[config.mk]
export PLATFORM = sky130hd
export DESIGN_NAME = bus_master_arbiter
export DESIGN_NICKNAME = d
export VERILOG_FILES = /design/src/rtl/bus_master_arbiter_pkg.sv /design/src/rtl/bus_master_arbiter_rr_picker.sv /design/src/rtl/bus_master_arbiter.sv
export SDC_FILE = /design/constraint.sdc
export NUM_CORES = 1
export LEC_CHECK = 0
export CELL_PAD_IN_SITES_DETAIL_PLACEMENT = 0
export CELL_PAD_IN_SITES_GLOBAL_PLACEMENT = 2
export CORE_MARGIN = 4
export CORE_UTILIZATION = 10
export CTS_CLUSTER_DIAMETER = 200
export CTS_CLUSTER_SIZE = 8
export DETAILED_ROUTE_END_ITERATION = 8
export PLACE_DENSITY_LB_ADDON = 0.1
export SLEW_MARGIN = 20
export SYNTH_ARGS = -nofsm -noshare
export SYNTH_HDL_FRONTEND = slang
export SYNTH_SLANG_ARGS = --single-unit
export TNS_END_PERCENT = 50
[constraint.sdc]
create_clock -name clk -period 1.5 [get_ports clk]
set_input_delay 0.3 -clock clk [delete_from_list [all_inputs] [get_ports clk]]
set_output_delay 0.3 -clock clk [all_outputs]
set_load 0.01 [all_outputs]
[src/rtl/bus_master_arbiter_pkg.sv]
// Shared types for the bus master arbiter: FSM state encoding, error read data
// and the helper that sizes master-index fields.
package bus_master_arbiter_pkg;

    typedef enum logic [1:0] {
        ARB_IDLE    = 2'h0,
        ARB_OWNED   = 2'h1,
        ARB_RELEASE = 2'h2
    } ArbState;

    localparam logic [31:0] BUS_ERR_RDATA = 32'hDEAD_BEEF;

    // Width of a master index; never below one bit.
    function automatic int unsigned idx_width(int unsigned n);
        return (n > 1) ? $clog2(n) : 1;
    endfunction

endpackage

[src/rtl/bus_master_arbiter_rr_picker.sv]
// Combinational round-robin picker: first set request at or after rr_ptr,
// wrapping from the top index back to 0.
module rr_priority_picker
    import bus_master_arbiter_pkg::*;
#(
    parameter int unsigned NUM_MASTERS = 2,
    parameter int unsigned IDX_W       = idx_width(NUM_MASTERS)
) (
    input  logic [NUM_MASTERS-1:0] req,
    input  logic [IDX_W-1:0]       rr_ptr,
    output logic                   valid,
    output logic [IDX_W-1:0]       winner
);

    always_comb begin
        valid  = 1'b0;
        winner = '0;
        // Upper pass covers rr_ptr..N-1, lower pass wraps to 0..rr_ptr-1.
        for (int i = 0; i < NUM_MASTERS; i++) begin
            if (!valid && req[i] && (IDX_W'(i) >= rr_ptr)) begin
                valid  = 1'b1;
                winner = IDX_W'(i);
            end
        end
        for (int i = 0; i < NUM_MASTERS; i++) begin
            if (!valid && req[i]) begin
                valid  = 1'b1;
                winner = IDX_W'(i);
            end
        end
    end

endmodule

[src/rtl/bus_master_arbiter.sv]
// Round-robin arbiter sharing one APB-style slave bus between NUM_MASTERS masters.
// Optional access watchdog enabled by defining BUS_ARB_WATCHDOG_EN.
module bus_master_arbiter
    import bus_master_arbiter_pkg::*;
#(
    parameter int unsigned NUM_MASTERS    = 2,
    parameter int unsigned TIMEOUT_CYCLES = 256
) (
    input  logic                      clk,
    input  logic                      rst,
    input  logic [NUM_MASTERS-1:0]    mReq,
    output logic [NUM_MASTERS-1:0]    mGnt,
    input  logic [NUM_MASTERS*32-1:0] mAddr,
    input  logic [NUM_MASTERS-1:0]    mSelect,
    input  logic [NUM_MASTERS-1:0]    mEnable,
    input  logic [NUM_MASTERS-1:0]    mWrite,
    input  logic [NUM_MASTERS*32-1:0] mWdata,
    output logic [31:0]               mRdata,
    output logic [NUM_MASTERS-1:0]    mReady,
    output logic [NUM_MASTERS-1:0]    mErr,
    output logic [31:0]               addr,
    output logic                      select,
    output logic                      enable,
    output logic                      write,
    output logic [31:0]               wdata,
    input  logic [31:0]               rdata,
    input  logic                      ready
);

    localparam int unsigned IDX_W = idx_width(NUM_MASTERS);
    typedef logic [IDX_W-1:0] idx_t;

    ArbState state_q, state_d;
    idx_t    owner_q, owner_d;
    idx_t    rr_ptr_q, rr_ptr_d;

    logic        pick_valid;
    idx_t        pick_idx;
    logic        own_req, own_sel, own_en, own_wr;
    logic [31:0] own_addr, own_wdata;
    logic        timeout;

    rr_priority_picker #(
        .NUM_MASTERS (NUM_MASTERS),
        .IDX_W       (IDX_W)
    ) u_picker (
        .req    (mReq),
        .rr_ptr (rr_ptr_q),
        .valid  (pick_valid),
        .winner (pick_idx)
    );

    always_comb begin
        own_req   = mReq[owner_q];
        own_sel   = mSelect[owner_q];
        own_en    = mEnable[owner_q];
        own_wr    = mWrite[owner_q];
        own_addr  = '0;
        own_wdata = '0;
        for (int i = 0; i < NUM_MASTERS; i++) begin
            if (owner_q == idx_t'(i)) begin
                own_addr  = mAddr[i*32 +: 32];
                own_wdata = mWdata[i*32 +: 32];
            end
        end
    end

    always_ff @(posedge clk) begin
        if (rst) begin
            state_q  <= ARB_IDLE;
            owner_q  <= '0;
            rr_ptr_q <= '0;
        end else begin
            state_q  <= state_d;
            owner_q  <= owner_d;
            rr_ptr_q <= rr_ptr_d;
        end
    end

    always_comb begin
        state_d  = state_q;
        owner_d  = owner_q;
        rr_ptr_d = rr_ptr_q;
        unique case (state_q)
            // The release cycle arbitrates like idle, so exactly one dead cycle separates owners.
            ARB_IDLE, ARB_RELEASE: begin
                if (pick_valid) begin
                    state_d = ARB_OWNED;
                    owner_d = pick_idx;
                end else begin
                    state_d = ARB_IDLE;
                end
            end
            ARB_OWNED: begin
                // A dropped request is honoured only once any access in flight has completed.
                if (!own_req && (!own_sel || (own_en && ready) || timeout)) begin
                    state_d  = ARB_RELEASE;
                    rr_ptr_d = (owner_q == idx_t'(NUM_MASTERS - 1)) ? '0 : owner_q + idx_t'(1);
                end
            end
            default: state_d = ARB_IDLE;
        endcase
    end

    always_comb begin
        mGnt   = '0;
        mReady = '0;
        mErr   = '0;
        addr   = '0;
        wdata  = '0;
        select = 1'b0;
        enable = 1'b0;
        write  = 1'b0;
        if (state_q == ARB_OWNED) begin
            mGnt[owner_q]   = 1'b1;
            mReady[owner_q] = ready | timeout;
            mErr[owner_q]   = timeout;
            addr            = own_addr;
            wdata           = own_wdata;
            write           = own_wr;
            select          = own_sel & ~timeout;
            enable          = own_en & ~timeout;
        end
        mRdata = timeout ? BUS_ERR_RDATA : rdata;
    end

`ifdef BUS_ARB_WATCHDOG_EN
    localparam int unsigned WD_W = (TIMEOUT_CYCLES > 1) ? $clog2(TIMEOUT_CYCLES) : 1;

    logic [WD_W-1:0] wd_cnt_q, wd_cnt_d;

    always_comb begin
        wd_cnt_d = '0;
        timeout  = 1'b0;
        if ((state_q == ARB_OWNED) && own_en && !ready) begin
            if (wd_cnt_q == WD_W'(TIMEOUT_CYCLES - 1)) begin
                timeout = 1'b1;
            end else begin
                wd_cnt_d = wd_cnt_q + 1'b1;
            end
        end
    end

    always_ff @(posedge clk) begin
        if (rst) begin
            wd_cnt_q <= '0;
        end else begin
            wd_cnt_q <= wd_cnt_d;
        end
    end
`else
    logic unused_timeout_cycles;

    assign timeout               = 1'b0;
    assign unused_timeout_cycles = ^TIMEOUT_CYCLES;
`endif

endmodule

==> run_results.csv <==
group,metric,value,unit
run_status,status,"finished, violations left",
run_status,violations,"setup timing",
detailed_routing,dr_total_vias,2160,
timing,hold_viol_final,0,
final_layout,num_antenna_cells,0,
global_route,use_met1,0.0936,
final_layout,nets,581,
global_route,overflow,0,
critical_path,max_stage_delay,0.35,ns
hold_path,whs_path_depth,2,
global_route,grt_pass1_wl,11700,um
final_layout,final_core_util,0.261,
hold_path,hp-class,"register to register",
power_and_ir_drop,power_leakage,0.00156,uW
timing,worst_hold_slack,0.502,ns
global_route,grt.met3_usage,0.0272,
clocking,clk_latency,0.23,ns
floorplanning,pin_count,276,
synthesis,synth_ff_type,"dfxtp_1",
synthesis,yosys.cell_count.top_type,"nor2_1",
power_and_ir_drop,p_int,1320,uW
power_and_ir_drop,p_switching,674,uW
floorplanning,die_w,129,um
clocking,clockRootBuffer,"clkbuf_16",
detailed_routing,wl_per_cell,14.3,um
floorplanning,core_area,14500,um^2
synthesis,ys_seq_area_frac,0.0544,
run,maxCapViolCount,0,
power_and_ir_drop,power,1990,uW
critical_path,critical_path_class,"register to primary output",
detailed_routing,first_pass_iters,4,
synthesis,ys_top_cells_by_count,"70 x nor2_1, 67 x mux2i_1, 34 x buf_4",
global_route,grt_max_degree,29,
detailed_routing,vias_per_cell,3.64,
global_route,grt_usage,0.0893,
timing,fin_crit,1.70,ns
final_layout,syn2layout_area_growth,156,%
clocking,htreeDepth,1,
timing,maxSlewViolCount,0,
power_and_ir_drop,ir_worst_vdd,266,uV
floorplanning,die_area,16700,um^2
detailed_routing,drt-initial-drc-count,36,
timing,max_clock_freq,0.588,GHz
placement,io_buffers,209,
critical_path,rr_worst_depth,5,
floorplanning,die_h,129,um
clocking,cts_tree,"built",
timing,post-route-period-util,1.13,
critical_path,arrival,1.40,ns
synthesis,syn_area_per_cell,6.97,um^2
clocking,cts_made_buffers,3,
floorplanning,std_cell_rows,44,
timing,fin_skew,0.00323,ns
critical_path,cp_slowest_cell,"dfxtp_4",
synthesis,syn_area,1470,um^2
synthesis,postSynthCellCount,211,
final_layout,seqCellArea,85.1,um^2
detailed_routing,ant_nets,0,
detailed_routing,drc,0,
timing,grt_setup_unrepaired,"true",
synthesis,yosys_register_bits,4,
clocking,clkTransAtPathRegs,0.03,ns
final_layout,multiInputGateArea,1100,um^2
synthesis,yosys.cell_types.count,20,
clocking,cts_sinks,4,
power_and_ir_drop,power_density,528,nW/um^2
synthesis,yosysTopAreaCellShare,0.456,
global_route,use_met2,0.173,
global_route,grt_pass1_vias,2206,
placement,gp_congestion,0.655,
synthesis,synth_edf_count,0,
power_and_ir_drop,pwr-share-clk,0.222,
final_layout,drive_gt1_frac,0.281,
synthesis,yosysWarnings,0,
final_layout,fillers,1618,
timing,setup_viol,69,
global_route,antenna_found_initial,0,
power_and_ir_drop,combPwrFrac,0.713,
placement,place_ws,-0.310,ns
power_and_ir_drop,netSwitchingFraction,0.338,
global_route,grt_busiest_layer,"met2",
critical_path,cp-end-kind,"primary output",
floorplanning,initial_core_util,0.102,
timing,worst_slack,-0.200,ns
critical_path,startpoint_type,"register",
clocking,clockBufferDepth,2,
detailed_routing,drt-total-wl,8460,um
clocking,hold_buffers,0,
power_and_ir_drop,seqPwrFrac,0.066,
critical_path,cp_data_required_time,1.20,ns
synthesis,synth_area_leaders,"mux2i_1 46%, nor2_1 18%, buf_4 17%",
placement,dp_hpwl,6700,um
synthesis,async_reset_ff_frac,0,
critical_path,crit_chain,"buf_4 > clkbuf_16 > nor2_1 > and2_1 > clkdlybuf4s15_2",
synthesis,yosys.area.top_type,"mux2i_1",
critical_path,crit_fanout,5,
routing by layer:
layer  vias to the layer above  part of all wire
li1                       1066                 -
met1                       955              0.35
met4                         0             0.015
met5                         -                 0
met2                       124              0.54
met3                        15             0.097
layout make-up:
class	count	share of cell area
repair buffers	242	0.601
clock buffers	4	0.0209
multi-input cells	156	0.292
inverters	3	0.00298
flip-flops and latches	4	0.0225
well taps	184	0.0610
flip-flops by register name, summed over array words and instances (netlist names):
name      flops
owner_q       1
rr_ptr_q      1
state_q       2
final timing paths:
path / from / endpoint / slack, ns
worst max-delay path: owner_q$_SDFFE_PP0P_ / mReady[0] / -0.20
worst min-delay path: rr_ptr_q$_SDFFE_PP0P_ / rr_ptr_q$_SDFFE_PP0P_ / 0.50
worst max register to register: owner_q$_SDFFE_PP0P_ / rr_ptr_q$_SDFFE_PP0P_ / -0.02
worst min register to register: rr_ptr_q$_SDFFE_PP0P_ / rr_ptr_q$_SDFFE_PP0P_ / 0.50
layout by cell type, fill, tap and decap left out, types with 3 or more instances in the layout:
master	count
clkdlybuf4s50_1	138
nor2_1	70
mux2i_1	65
buf_2	57
buf_4	16
clkdlybuf4s15_2	11
buf_12	9
clkbuf_16	4
buf_8	4
inv_1	3
critical path: cells and delay by family (launching register included):
| family | cells | cell delay, ns |
|---|---|---|
| buffers and inverters | 3 | 0.55 |
| flip-flops | 1 | 0.35 |
| AND/OR/NAND/NOR | 2 | 0.28 |
logic make-up after synthesis:
kind of cell | synth area share
muxes | 0.456
other | 0.00255
DFF | 0.0544
AOI/OAI and AO/OA | 0.0417
and+or+nand+nor | 0.210
buffers and inverters | 0.236
per-stage QoR:
stage | area, um^2 | instances | TNS (ns)
6_report | 3770 | 593 | -7.48
5_1_grt | 3770 | 593 | -12.50
4_1_cts | 3820 | 593 | -10.63
3_5_place_dp | 3680 | 572 | -19.64
3_3_place_gp | 3680 | 572 | -19.10
2_1_floorplan | 1480 | 212 | 0
timing repair:
action / in CTS / in global routing
buffers inserted: 11 / 5
resized for setup: 276 / 17
pin swaps: 5 / 14
endpoints found under the setup margin: 71 / 73
cloned: 6 / 1
power groups by stage:
stage	clock, uW	sequential [uW]	combinational (uW)
after global routing	456	132	1540
after global placement	0	133	1480
final	442	131	1420
after floorplan	0	122	616
after CTS	448	130	1480
after detailed placement	0	133	1470
Note: power is estimated with default switching activity, not from simulation.
